[src/rtl/spi_mailbox.sv]
// SPI slave mailbox. Opcode-led frames from the MCU push command bytes into a FIFO
// for the coprocessor, or read back coprocessor-written status bytes or the FIFO count.
module spi_mailbox #(
    parameter int DATA_WIDTH   = 8,
    parameter int FIFO_DEPTH   = 4,
    parameter int STATUS_BYTES = 4,
    parameter bit LSB_FIRST    = 1'b1,
    localparam int PTR_W  = $clog2(FIFO_DEPTH),
    localparam int CNT_W  = PTR_W + 1,
    localparam int ADDR_W = $clog2(STATUS_BYTES),
    localparam int BIT_W  = $clog2(DATA_WIDTH)
) (
    input  logic                  clk,
    input  logic                  reset,
    input  logic                  spi_nss,
    input  logic                  spi_sck,
    input  logic                  spi_mosi,
    output logic                  spi_miso,
    output logic [DATA_WIDTH-1:0] cmd_data,
    output logic                  cmd_valid,
    input  logic                  cmd_pop,
    output logic [CNT_W-1:0]      fifo_count,
    output logic                  overflow,
    input  logic                  status_wr_en,
    input  logic [ADDR_W-1:0]     status_wr_addr,
    input  logic [DATA_WIDTH-1:0] status_wr_data,
    output logic                  frame_active
);

    typedef enum logic [2:0] {
        WAIT_IDLE, IDLE, OPCODE, WRITE_CMD, READ_STATUS, READ_COUNT, DISCARD
    } state_t;

    state_t                state;
    logic [1:0]            nss_sync;
    logic [2:0]            sck_sync;
    logic [1:0]            mosi_sync;
    logic [BIT_W-1:0]      bit_cnt;
    logic [DATA_WIDTH-1:0] rx_sh, rx_next, tx_sh, tx_next;
    logic [ADDR_W-1:0]     st_idx;
    logic                  push_pend, flush_req;
    logic [DATA_WIDTH-1:0] push_data;
    logic [DATA_WIDTH-1:0] status_regs [STATUS_BYTES];
    logic [DATA_WIDTH-1:0] fifo_mem [FIFO_DEPTH];
    logic [PTR_W-1:0]      wr_ptr, rd_ptr;
    logic                  nss_s, mosi_s, sck_rise, sck_fall, last_bit;
    logic                  fifo_full, do_pop, do_push;

    // nss resets to "asserted" so a frame already open at reset is never mistaken for idle.
    always_ff @(posedge clk) begin
        if (reset) begin
            nss_sync  <= '0;
            sck_sync  <= '0;
            mosi_sync <= '0;
        end else begin
            nss_sync  <= {nss_sync[0], spi_nss};
            sck_sync  <= {sck_sync[1:0], spi_sck};
            mosi_sync <= {mosi_sync[0], spi_mosi};
        end
    end

    assign nss_s    = nss_sync[1];
    assign mosi_s   = mosi_sync[1];
    assign sck_rise = sck_sync[1] & ~sck_sync[2];
    assign sck_fall = ~sck_sync[1] & sck_sync[2];
    assign last_bit = sck_rise && (bit_cnt == BIT_W'(DATA_WIDTH - 1));
    assign rx_next  = LSB_FIRST ? {mosi_s, rx_sh[DATA_WIDTH-1:1]} : {rx_sh[DATA_WIDTH-2:0], mosi_s};
    assign tx_next  = LSB_FIRST ? (tx_sh >> 1) : (tx_sh << 1);
    assign spi_miso = (state == READ_STATUS || state == READ_COUNT) &&
                      (LSB_FIRST ? tx_sh[0] : tx_sh[DATA_WIDTH-1]);

    always_ff @(posedge clk) begin
        if (reset) begin
            state        <= WAIT_IDLE;
            bit_cnt      <= '0;
            rx_sh        <= '0;
            tx_sh        <= '0;
            st_idx       <= '0;
            push_pend    <= 1'b0;
            push_data    <= '0;
            flush_req    <= 1'b0;
            frame_active <= 1'b0;
        end else begin
            push_pend    <= 1'b0;
            flush_req    <= 1'b0;
            frame_active <= (state != WAIT_IDLE) && !nss_s;
            if (nss_s) begin
                state   <= IDLE;
                bit_cnt <= '0;
            end else if (state == IDLE) begin
                state <= OPCODE;
            end else if (state != WAIT_IDLE && state != DISCARD) begin
                if (sck_rise) begin
                    rx_sh   <= rx_next;
                    bit_cnt <= last_bit ? '0 : bit_cnt + BIT_W'(1);
                end
                // The fall right after a byte boundary must keep the freshly loaded bit 0.
                if (sck_fall && bit_cnt != '0) tx_sh <= tx_next;
                if (last_bit) begin
                    case (state)
                        OPCODE: begin
                            case (rx_next)
                                DATA_WIDTH'(1): state <= WRITE_CMD;
                                DATA_WIDTH'(2): begin
                                    state  <= READ_STATUS;
                                    tx_sh  <= status_regs[0];
                                    st_idx <= ADDR_W'(1);
                                end
                                DATA_WIDTH'(3): begin
                                    state <= READ_COUNT;
                                    tx_sh <= DATA_WIDTH'(fifo_count);
                                end
                                DATA_WIDTH'(4): begin
                                    state     <= DISCARD;
                                    flush_req <= 1'b1;
                                end
                                default: state <= DISCARD;
                            endcase
                        end
                        WRITE_CMD: begin
                            push_pend <= 1'b1;
                            push_data <= rx_next;
                        end
                        READ_STATUS: begin
                            tx_sh  <= status_regs[st_idx];
                            st_idx <= st_idx + ADDR_W'(1);
                        end
                        READ_COUNT: tx_sh <= DATA_WIDTH'(fifo_count);
                        default: ;
                    endcase
                end
            end
        end
    end

    always_ff @(posedge clk) begin
        if (reset) begin
            status_regs <= '{default: '0};
        end else if (status_wr_en) begin
            status_regs[status_wr_addr] <= status_wr_data;
        end
    end

    assign cmd_valid = (fifo_count != '0);
    assign fifo_full = (fifo_count == CNT_W'(FIFO_DEPTH));
    assign do_pop    = cmd_pop && cmd_valid;
    assign do_push   = push_pend && (!fifo_full || do_pop);
    assign cmd_data  = cmd_valid ? fifo_mem[rd_ptr] : '0;

    always_ff @(posedge clk) begin
        if (reset || flush_req) begin
            wr_ptr     <= '0;
            rd_ptr     <= '0;
            fifo_count <= '0;
            overflow   <= 1'b0;
        end else begin
            if (push_pend && !do_push) overflow <= 1'b1;
            if (do_push) wr_ptr <= wr_ptr + PTR_W'(1);
            if (do_pop)  rd_ptr <= rd_ptr + PTR_W'(1);
            fifo_count <= fifo_count + CNT_W'(do_push) - CNT_W'(do_pop);
        end
    end

    // NOTE: the FIFO storage has no reset; cmd_data is masked while empty, so stale
    // entries are never visible and the array can map onto plain RAM.
    always_ff @(posedge clk) begin
        if (do_push && !flush_req) fifo_mem[wr_ptr] <= push_data;
    end

endmodule

[config.mk]
export PLATFORM = sky130hd
export DESIGN_NAME = spi_mailbox
export DESIGN_NICKNAME = d
export VERILOG_FILES = /design/src/rtl/spi_mailbox.sv
export SDC_FILE = /design/constraint.sdc
export NUM_CORES = 1
export LEC_CHECK = 0
export CAP_MARGIN = 20
export CORE_MARGIN = 8
export CORE_UTILIZATION = 53
export DETAILED_ROUTE_END_ITERATION = 8
export PLACE_DENSITY_LB_ADDON = 0.25
export SETUP_SLACK_MARGIN = 0.02
export SLEW_MARGIN = 10
export SYNTH_ARGS = -nofsm -noshare
export SYNTH_HDL_FRONTEND = slang
export SYNTH_SLANG_ARGS = --single-unit
[constraint.sdc]
create_clock -name clk -period 1.8 [get_ports clk]
set_input_delay 0.36 -clock clk [delete_from_list [all_inputs] [get_ports clk]]
set_output_delay 0.36 -clock clk [all_outputs]
set_load 0.05 [all_outputs]
==> summary.md <==
| Metric | Value |
|---|---|
| Post-Synthesis Cells | 448 |
| Yosys cell types | 55 |
| Detailed-route wire length per cell | 17.9 um |
| Drc violations | 0 |
| Critical Path RT | 1.44 ns |
| Worst Path Arrival | 1.80 ns |
| Initial core utilization | 54.7% |
| Max cap viols | 0 |
| Syn_area_per_cell | 11.3 um^2 |
| Reg power frac | 34.3% |
| Antenna violations before repair | 0 |
| Crit-path cells | buf_12 -> mux4_2 -> and2_4 -> buf_8 |
| CTS tree | yes |
| Filler Cell Count | 647 |
| RSZ-0062 raised after global routing | yes |
| Tightest Hold Check Type | input pin to register |
| CP max stage cell | mux4_2 |
| Vias in the first global route | 3867 |
| Max incr delay on CP | 0.51 ns |
| Slew at the pin closest to its max-slew limit | 0.499 ns |
| Skew-Pair Late Insertion Delay | 0.51 ns |
| Critical path peak fanout | 8 |
| WL final | 11900 um |
| Final setup violation count | 10 |
| DR vias | 3733 |
| Hold Path Origin | reset |
| Layout area overhead | 32.2% |
| Clock-pin slew on the worst setup and hold paths | 0.06 ns |
| Clock buffer depth | 2 |
| WS Path Type | register to primary output |
| Net switching power | 2.49 mW |
| Slew margin rel. | 66.6% |
| DR iter-0 viols | 297 |
| Die height | 114 um |
| Mapped cell area | 5080 um^2 |
| Final Power | 8.25 mW |
| CTS Sinks | 115 |
| Lkg Pwr | 2.57 nW |
| Synthesized flop and latch total | 115 |
| Worst path buffer plus inverter count | 2 |
| Congestion Overflow GR | 0 |
| PD cells | 1230 nW/um^2 |
| Element type at the critical path end | primary output |
| CTS Buf Count | 17 |
| Placement Rows | 35 |
| Final period utilization | 120% |
| Clk pwr share | 36.9% |
| Layout cells sized above 1 | 33.1% |
| Ports | 32 |
| Peak supply drop | 669 uV |
| Die area | 13000 um^2 |
| Horiz. Die Dim | 114 um |
| Crit-path leading delay family | multiplexers |
| Core Region | 9280 um^2 |
| Clock Skew | 0.00998 ns |
| Failing checks | setup timing |
| Total Routing Usage GR | 19.0% |
| Final Max Tran Viols | 0 |
| Combinational cell fraction of total power | 28.8% |
| Max Fclk | 463 MHz |
| Final worst slack | -0.361 ns |
| Internal power | 5.76 mW |
| Largest net degree at the start of global routing | 46 |
| Final ANT Viol Nets | 0 |
| Final Hold Viols | 0 |
| First-pass GRT wire length | 19400 um |
| Vias per cell | 5.62 |
| Detail Placement HPWL | 7590 um |
| Htree depth | 4 |
| Sequential fraction of the synthesis area | 51.6% |
| Syn_nets | 474 |
| Origin of the critical flop-to-flop path | fifo_count[0]$_SDFF_PP0_ |
| Pre-CTS WS | -0.598 ns |
| Status | finished with violations |
| Syn. warnings | 0 |
| Sw Share | 30.2% |
| Post-layout nets | 548 |
| GP Congestion | 0.786 |
| Root Buffer | clkbuf_8 |
| Startpoint type of the worst setup path | register |
| IO buf count | 31 |
| Antenna Cells | 0 |
| Post-CTS Hold Buffers | 0 |
| Tmin final | 2.16 ns |
| First drt pass iteration count | 5 |
==> cell families after synthesis <==
| family | synth area share, % |
|---|---|
| xor+xnor | 1.03 |
| fa+ha+maj | 2.37 |
| compound gates | 6.63 |
| flops | 51.6 |
| buf+inv | 3.03 |
| simple gates | 16.6 |
| mux | 18.7 |
==> Yosys cell counts, drive strengths merged <==
cell / number / area, um^2
mux2: 6 / 67.6
clkbuf: 16 / 60.1
or2b: 1 / 7.51
and2: 12 / 75.1
nand3: 4 / 20.0
nor2b: 11 / 68.8
o21ai: 15 / 75.1
o211ai: 9 / 67.6
and3b: 2 / 21.3
a211oi: 4 / 30.0
a32oi: 4 / 35.0
nor4b: 1 / 8.76
nand3b: 6 / 45.0
or3: 3 / 18.8
and4b: 1 / 10.0
nand2: 11 / 41.3
nand4b: 2 / 32.5
or4b: 1 / 13.8
xnor2: 3 / 26.3
o41ai: 3 / 26.3
nor2: 81 / 312
inv: 11 / 41.3
nand2b: 4 / 25.0
or3b: 3 / 26.3
o21a: 2 / 15.0
buf: 9 / 52.6
fa: 1 / 20.0
xor2: 3 / 26.3
mux2i: 52 / 521
ha: 8 / 100
a21oi: 9 / 60.1
or2: 3 / 21.3
a32o: 1 / 10.0
nor3: 7 / 46.3
edfxtp: 32 / 961
a221oi: 2 / 17.5
mux4: 16 / 360
or4: 1 / 11.3
dfxtp: 83 / 1660
nor3b: 3 / 27.5
nor4: 1 / 6.26
nand4: 1 / 6.26
==> cell usage in the layout (no fill, tap or decap), types with 3 or more instances in the layout <==
master           instances
mux2i_1                 52
inv_1                   10
clkbuf_16               16
and2_4                  12
mux2_2                   4
o211ai_1                 9
a32oi_1                  4
buf_12                   5
nand2_1                 10
o21ai_0                  9
dfxtp_1                 74
nand3b_1                 6
nor2_1                  75
xnor2_1                  3
nor3_1                   6
nand3_1                  3
nor2_2                   3
a21oi_1                  7
a211oi_1                 3
inv_6                    3
nor2b_1                 10
buf_6                    6
dfxtp_4                  6
clkinvlp_4               6
buf_4                   42
o21ai_1                  5
dfxtp_2                  3
buf_8                   10
nor2_4                   3
edfxtp_1                32
ha_1                     4
clkdlybuf4s50_1         14
o41ai_1                  3
mux4_2                  16
==> timing repair <==
action                                  in CTS  in global routing
cloned                                       1                  0
endpoints found under the setup margin      49                 62
setup buffers                                9                  2
endpoints found under the hold margin        0                  0
pin swaps                                   17                 21
gates resized for setup                     58                 30
==> worst register-to-register path, stage by stage, from the launching register on <==
cell     delay (ns)
dfxtp_4        0.34
or3_4          0.45
buf_16         0.16
buf_4          0.13
buf_4          0.14
nand3_4        0.08
fa_2           0.44
inv_2          0.06
nor2_1         0.04
==> per-layer routing <==
metal	share of wire (%)	wire, um	GRT usage [%]
met5	0	0	0
met4	1.2	141	4.79
met3	5.6	665	5.76
met2	49	5870	31.3
met1	44	5220	23.9
==> registers in the layout, summed over array words and instances, names as in the netlist, named ones only <==
signal        count
fifo_mem         32
status_regs      32
bit_cnt           3
rx_sh             7
flush_req         1
push_data         8
tx_sh             8
overflow          1
nss_sync          2
wr_ptr            2
state             3
fifo_count        3
st_idx            2
frame_active      1
mosi_sync         2
rd_ptr            2
sck_sync          3
push_pend         1
==> power groups by stage <==
stage | Sequential (mW) | Clock (mW) | Combinational (mW)
2_1_floorplan | 2.98 | 0 | 1.02
3_3_place_gp | 2.89 | 0 | 1.64
3_5_place_dp | 2.90 | 0 | 1.66
4_1_cts | 2.83 | 3.07 | 2.33
5_1_grt | 2.84 | 3.21 | 2.49
6_report | 2.83 | 3.05 | 2.38
==> through the flow <==
stage	hold slack, ns	setup TNS, ns	utilization (%)	cells	cell area [um^2]
2_1_floorplan	0.414	-0.0951	-	448	5120
3_3_place_gp	0.421	-16.44	62.1	620	5760
5_1_grt	0.159	-3.85	72.3	664	6710
3_5_place_dp	0.432	-18.78	62.1	620	5760
6_report	0.170	-3.14	72.3	664	6710
4_1_cts	0.151	-3.25	71.0	662	6590
==> worst paths after layout <==
path | end | slack (ns) | depth (start not counted)
setup / recovery | cmd_data[0] | -0.36 | 4
hold / removal | frame_active$_SDFF_PP0_ | 0.17 | 3
setup reg to reg | fifo_count[1]$_SDFF_PP0_ | -0.13 | 8
hold reg to reg | mosi_sync[1]$_SDFF_PP0_ | 0.44 | 1
==> final cells by class <==
cell class | count | area (um^2) | share of cell area, %
inverters | 11 | 41.3 | 0.615
well taps | 129 | 161 | 2.40
clock inverters | 15 | 133 | 1.98
multi-input cells | 297 | 2500 | 37.2
clock buffers | 17 | 414 | 6.17
repair buffers | 80 | 815 | 12.1
flip-flops and latches | 115 | 2650 | 39.5
Power figures use the tool's default switching activity.
